[src/rtl/spi_pkg.sv]
// Shared frame width and frame type for the SPI receive path.
`timescale 1ns/1ps
package spi_pkg;

    localparam int unsigned SPI_FRAME_W = 12;

    typedef logic [SPI_FRAME_W-1:0] spi_frame_t;

endpackage

[src/rtl/spi_sync_fifo.sv]
// Show-ahead synchronous FIFO; rdata always shows the head entry.
`timescale 1ns/1ps
module spi_sync_fifo #(
    parameter int unsigned DW    = 12,
    parameter int unsigned DEPTH = 8,
    localparam int unsigned AW   = $clog2(DEPTH)
) (
    input  logic          clk,
    input  logic          rst,
    input  logic          push,
    input  logic [DW-1:0] wdata,
    input  logic          pop,
    output logic [DW-1:0] rdata,
    output logic          full,
    output logic          empty,
    output logic [AW:0]   count
);

    logic [DW-1:0] mem_q [DEPTH];
    logic [DW-1:0] mem_d [DEPTH];
    logic [AW:0]   wr_ptr_q, wr_ptr_d;
    logic [AW:0]   rd_ptr_q, rd_ptr_d;
    logic          do_push, do_pop;

    assign empty = (wr_ptr_q == rd_ptr_q);
    assign full  = (wr_ptr_q[AW] != rd_ptr_q[AW]) && (wr_ptr_q[AW-1:0] == rd_ptr_q[AW-1:0]);
    assign count = wr_ptr_q - rd_ptr_q;
    assign rdata = mem_q[rd_ptr_q[AW-1:0]];

    // When full, a push may reuse the slot the head is leaving at this same edge.
    assign do_pop  = pop & ~empty;
    assign do_push = push & (~full | do_pop);

    always_comb begin
        mem_d    = mem_q;
        wr_ptr_d = wr_ptr_q;
        rd_ptr_d = rd_ptr_q;
        if (do_push) begin
            mem_d[wr_ptr_q[AW-1:0]] = wdata;
            wr_ptr_d                = wr_ptr_q + {{AW{1'b0}}, 1'b1};
        end
        if (do_pop) begin
            rd_ptr_d = rd_ptr_q + {{AW{1'b0}}, 1'b1};
        end
    end

    always_ff @(posedge clk or negedge rst) begin
        if (!rst) begin
            for (int i = 0; i < int'(DEPTH); i++) begin
                mem_q[i] <= '0;
            end
            wr_ptr_q <= '0;
            rd_ptr_q <= '0;
        end else begin
            mem_q    <= mem_d;
            wr_ptr_q <= wr_ptr_d;
            rd_ptr_q <= rd_ptr_d;
        end
    end

endmodule

[src/rtl/spi_rx_collector.sv]
// Moves completed spi_slave frames into the clk domain and buffers them in a
// show-ahead FIFO exposed as a valid/ready stream with count and sticky overflow.
`timescale 1ns/1ps
module spi_rx_collector
    import spi_pkg::*;
#(
    parameter int unsigned DW          = SPI_FRAME_W,
    parameter int unsigned DEPTH       = 8,
    parameter int unsigned SYNC_STAGES = 2
) (
    input  logic                     clk,
    input  logic                     rst,
    input  logic                     done,
    input  logic [DW-1:0]            dout,
    input  logic                     rx_ready,
    input  logic                     clr_ovf,
    output logic                     rx_valid,
    output logic [DW-1:0]            rx_data,
    output logic [$clog2(DEPTH):0]   rx_count,
    output logic                     overflow,
    output logic [15:0]              frame_cnt
);

    logic [SYNC_STAGES-1:0] sync_q, sync_d;
    logic [SYNC_STAGES:0]   arm_q, arm_d;
    logic                   done_q, done_d;
    logic                   overflow_q, overflow_d;
    logic [15:0]            frame_cnt_q, frame_cnt_d;
    logic                   done_s, armed, cap, full, empty, drop, push;

    assign done_s = sync_q[SYNC_STAGES-1];
    // Edges are ignored until done_q has tracked a settled done_s, so a done
    // level still high at reset release is not mistaken for a new frame.
    assign armed  = arm_q[SYNC_STAGES];
    assign cap    = done_s & ~done_q & armed;
    assign drop   = cap & full & ~rx_ready;
    assign push   = cap & ~drop;

    always_comb begin
        sync_d      = {sync_q[SYNC_STAGES-2:0], done};
        arm_d       = {arm_q[SYNC_STAGES-1:0], 1'b1};
        done_d      = done_s;
        frame_cnt_d = frame_cnt_q + {15'd0, cap};
        overflow_d  = overflow_q;
        if (drop) begin
            overflow_d = 1'b1;
        end else if (clr_ovf) begin
            overflow_d = 1'b0;
        end
    end

    always_ff @(posedge clk or negedge rst) begin
        if (!rst) begin
            sync_q      <= '0;
            arm_q       <= '0;
            done_q      <= 1'b0;
            overflow_q  <= 1'b0;
            frame_cnt_q <= '0;
        end else begin
            sync_q      <= sync_d;
            arm_q       <= arm_d;
            done_q      <= done_d;
            overflow_q  <= overflow_d;
            frame_cnt_q <= frame_cnt_d;
        end
    end

    spi_sync_fifo #(
        .DW    (DW),
        .DEPTH (DEPTH)
    ) u_fifo (
        .clk   (clk),
        .rst   (rst),
        .push  (push),
        .wdata (dout),
        .pop   (rx_ready),
        .rdata (rx_data),
        .full  (full),
        .empty (empty),
        .count (rx_count)
    );

    assign rx_valid  = ~empty;
    assign overflow  = overflow_q;
    assign frame_cnt = frame_cnt_q;

endmodule

[config.mk]
export PLATFORM = sky130hd
export DESIGN_NAME = spi_rx_collector
export DESIGN_NICKNAME = d
export VERILOG_FILES = /design/src/rtl/spi_pkg.sv /design/src/rtl/spi_sync_fifo.sv /design/src/rtl/spi_rx_collector.sv
export SDC_FILE = /design/constraint.sdc
export NUM_CORES = 1
export LEC_CHECK = 0
export ABC_AREA = 1
export CORE_MARGIN = 2
export CORE_UTILIZATION = 30
export CTS_BUF_LIST = sky130_fd_sc_hd__clkbuf_8
export DETAILED_ROUTE_END_ITERATION = 8
export REMOVE_ABC_BUFFERS = 1
export SLEW_MARGIN = 20
export SYNTH_ARGS = -nofsm -noshare
export SYNTH_HDL_FRONTEND = slang
export SYNTH_SLANG_ARGS = --single-unit
[constraint.sdc]
create_clock -name clk -period 1.95 [get_ports clk]
set_input_delay 0.39 -clock clk [delete_from_list [all_inputs] [get_ports clk]]
set_output_delay 0.39 -clock clk [all_outputs]
set_load 0.01 [all_outputs]
==> run metrics <==
Nets=between 900 and 1k; Worst setup EP type=output pin; Final GP Congestion=0.787; max cap viols=0; initial DRC count=around 720; Top FF cell, synth=dfrtp_1; most frequent CP cell=buf_6; critical-path cell list=buf_6, ha_4, fa_2, inv_2, buf_6; Crit Path Max Fanout=4; Max Slew Vio Count=0; RSZ-0062 raised after global routing=yes; worst path required time=1.56 ns; core area=0.0212 mm2; Worst-Margin Slew=0.543 ns; Post-Syn Instances=831; fill count=between 2k and 2.5k; Cell Rows=53; gr busiest metal=met1; Setup Skew=around 0.012 ns; clk slew on worst S/H paths=0.08 ns; Skew-Pair Late Insertion Delay=between 0.4 and 0.5 ns; DRC viols=0; critical path arrival=1.91 ns; initial core utilization=0.308; share of the synthesized area in the top cell type=0.488; Clock H-tree levels=4; crit share post-route=1.18; Fmax=0.436 GHz; WL per Instance=~18 um; synth top area cells=dfrtp_1, nand2_1, nand4_1, nor2_1, o21ai_0; Worst Hold Slack=0.355 ns; Synth async-reset ratio=1.00; HP Class=reg -> reg; Lkg Pwr=4.25 nW; CTS tree=done; PortBufs=50; met1 Use GR=0.272; status=finished, violations left; via count=6275; die area=approximately 0.023 mm2; cell with the most instances after synthesis=nand2_1; Seq cells post-synth=about 130; Via-to-Cell Ratio=5.26; io pins=a little over 50; area grow syn2layout=33.7%; Max stage delay cell, worst path=fa_2; Total Routing Usage GR=0.187; CTS Buf Count=17; final WL=21400 um; min setup slack post-route=-0.346 ns; first-pass GRT wire length=32500 um; final setup TNS=-4.46 ns; Post-Syn Area per Cell=between 7 and 8 um2; detailed placer's ending HPWL=11800 um; Crit path largest cell delay=0.52 ns; CTS Sinks=127; final hold violation count=0; Clk Tree Root Cell=clkbuf_8; CP Class=reg -> out; die height=151 um; PD cells=1600 mW/mm2; vias in the first global route=5856; cell accounting for the most synthesized area=dfrtp_1; mapped cell area=0.00652 mm2; final critical-path required period=between 2 and 2.5 ns; Die W=roughly 150 um; initial antenna violation count=0; CTS max path bufs=2; Rel. slew slack=0.638; # diodes=0; global route total overflow=0; post-synthesis cell type count=28; internal reg-to-reg setup slack=0.01 ns; met2 Use GR=0.268; antenna viol nets, final=0; layout cells sized above 1=0.217; Pre-antenna DRT Iters=5; crit path launch type=register; Worst IR Drop VDD=1.30 mV; failing checks=setup timing; largest net degree at the start of global routing=110; Util after Layout=0.412; YS warnings=0; GR Util met3=0.0479; Final Setup Violations=17; sequential share of the synthesized area=0.488; commonest cells in the netlist=nand2_1, dfrtp_1, nand4_1; number of synthesized flops with an enable pin=0
==> final timing paths <==
check,start,end,cells after the start
worst min-delay path,arm_q[0],arm_q[1],0
worst min register to register,arm_q[0],arm_q[1],0
max in group asynchronous,rst,u_fifo.rd_ptr_q[0],3
min in group asynchronous,rst,frame_cnt[14],2
worst max-delay path,u_fifo.rd_ptr_q[0],rx_count[1],5
worst max register to register,u_fifo.rd_ptr_q[0],u_fifo.mem_q[26],10
==> worst max-delay path, delay by kind of cell, from the launching register on <==
kind / cells / cell delay [ns]
buf+inv: 3 / 0.29
flops: 1 / 0.47
fa+ha+maj: 2 / 0.68
==> per-stage QoR <==
stage          instance area, um2  setup slack [ns]  power, W  cells
5_1_grt                      8720            -0.426    0.0148   1193
3_3_place_gp                 7520            -0.233   0.00949   1139
6_report                     8720            -0.346    0.0139   1193
4_1_cts                      8220            -0.372    0.0128   1180
2_1_floorplan                6120             -3.36   0.00676    761
3_5_place_dp                 7520            -0.209   0.00954   1139
==> state kept, by name (all words and copies together) (netlist names) <==
name             flops
arm_q                3
u_fifo.rd_ptr_q      4
sync_q               2
overflow             1
u_fifo.wr_ptr_q      4
frame_cnt           16
u_fifo.mem_q        96
done_q               1
==> report_power, final <==
| part | total (W) | switching [W] | internal, W |
|---|---|---|---|
| Clock | 0.00270 | 0.00115 | 0.00155 |
| Combinational | 0.00712 | 0.00394 | 0.00318 |
| Sequential | 0.00411 | 0.000619 | 0.00349 |
| Total | 0.0139 | 0.00571 | 0.00823 |
==> layout by cell type, fill, tap and decap left out, types with 3 or more instances in the layout <==
cell | Yosys | final
buf_12 | 0 | 13
buf_16 | 0 | 4
buf_2 | 31 | 11
buf_4 | 2 | 35
buf_6 | 11 | 18
buf_8 | 0 | 3
bufinv_16 | 0 | 5
clkbuf_16 | 0 | 6
clkbuf_8 | 0 | 18
clkdlybuf4s50_1 | 0 | 32
clkinv_2 | 0 | 3
clkinv_4 | 0 | 4
dfrtp_1 | 127 | 125
ha_1 | 7 | 4
ha_4 | 0 | 3
inv_1 | 22 | 18
inv_2 | 2 | 4
nand2_1 | 292 | 279
nand2_2 | 1 | 13
nand3_1 | 16 | 11
nand3_2 | 0 | 3
nand3_4 | 2 | 5
nand4_1 | 102 | 102
nor2_1 | 101 | 67
nor2_2 | 1 | 19
nor2_4 | 1 | 17
nor3_1 | 3 | 3
o21ai_0 | 61 | 24
o21ai_1 | 3 | 37
xnor2_1 | 4 | 3
xor2_1 | 10 | 10
==> routing by layer <==
metal | share of wire | vias up
met2 | 0.44 | 309
met3 | 0.086 | 31
met5 | 0 | -
met4 | 0.016 | 0
met1 | 0.46 | 3042
li1 | - | 2893
==> cells by family after synthesis <==
group                      share of synthesized area
and+or+nand+nor                                0.351
DFF                                            0.488
adders and majority gates                     0.0165
buffers and inverters                         0.0754
AOI/OAI and AO/OA                             0.0499
other                                       0.000575
xor gates and xnor gates                      0.0188
==> cell type report <==
class	count	area [um2]	area share
sequential	127	3180	0.365
inverter	24	95.1	0.0109
clock buffer	18	248	0.0284
tap	275	344	0.0395
timing repair buffer	124	1450	0.166
clock inverter	14	215	0.0247
multi-input combinational	611	3180	0.365
==> what timing repair did <==
| action | 4_1_cts | 5_1_grt |
|---|---|---|
| resized for setup | 129 | 96 |
| pin swaps | 9 | 34 |
| endpoints found under the setup margin | 20 | 105 |
| setup buffers | 3 | 7 |
| cloned | 5 | 7 |
| hold buffers | 1 | 0 |
| endpoints found under the hold margin | 29 | 0 |
(Power assumes the default switching activity.)
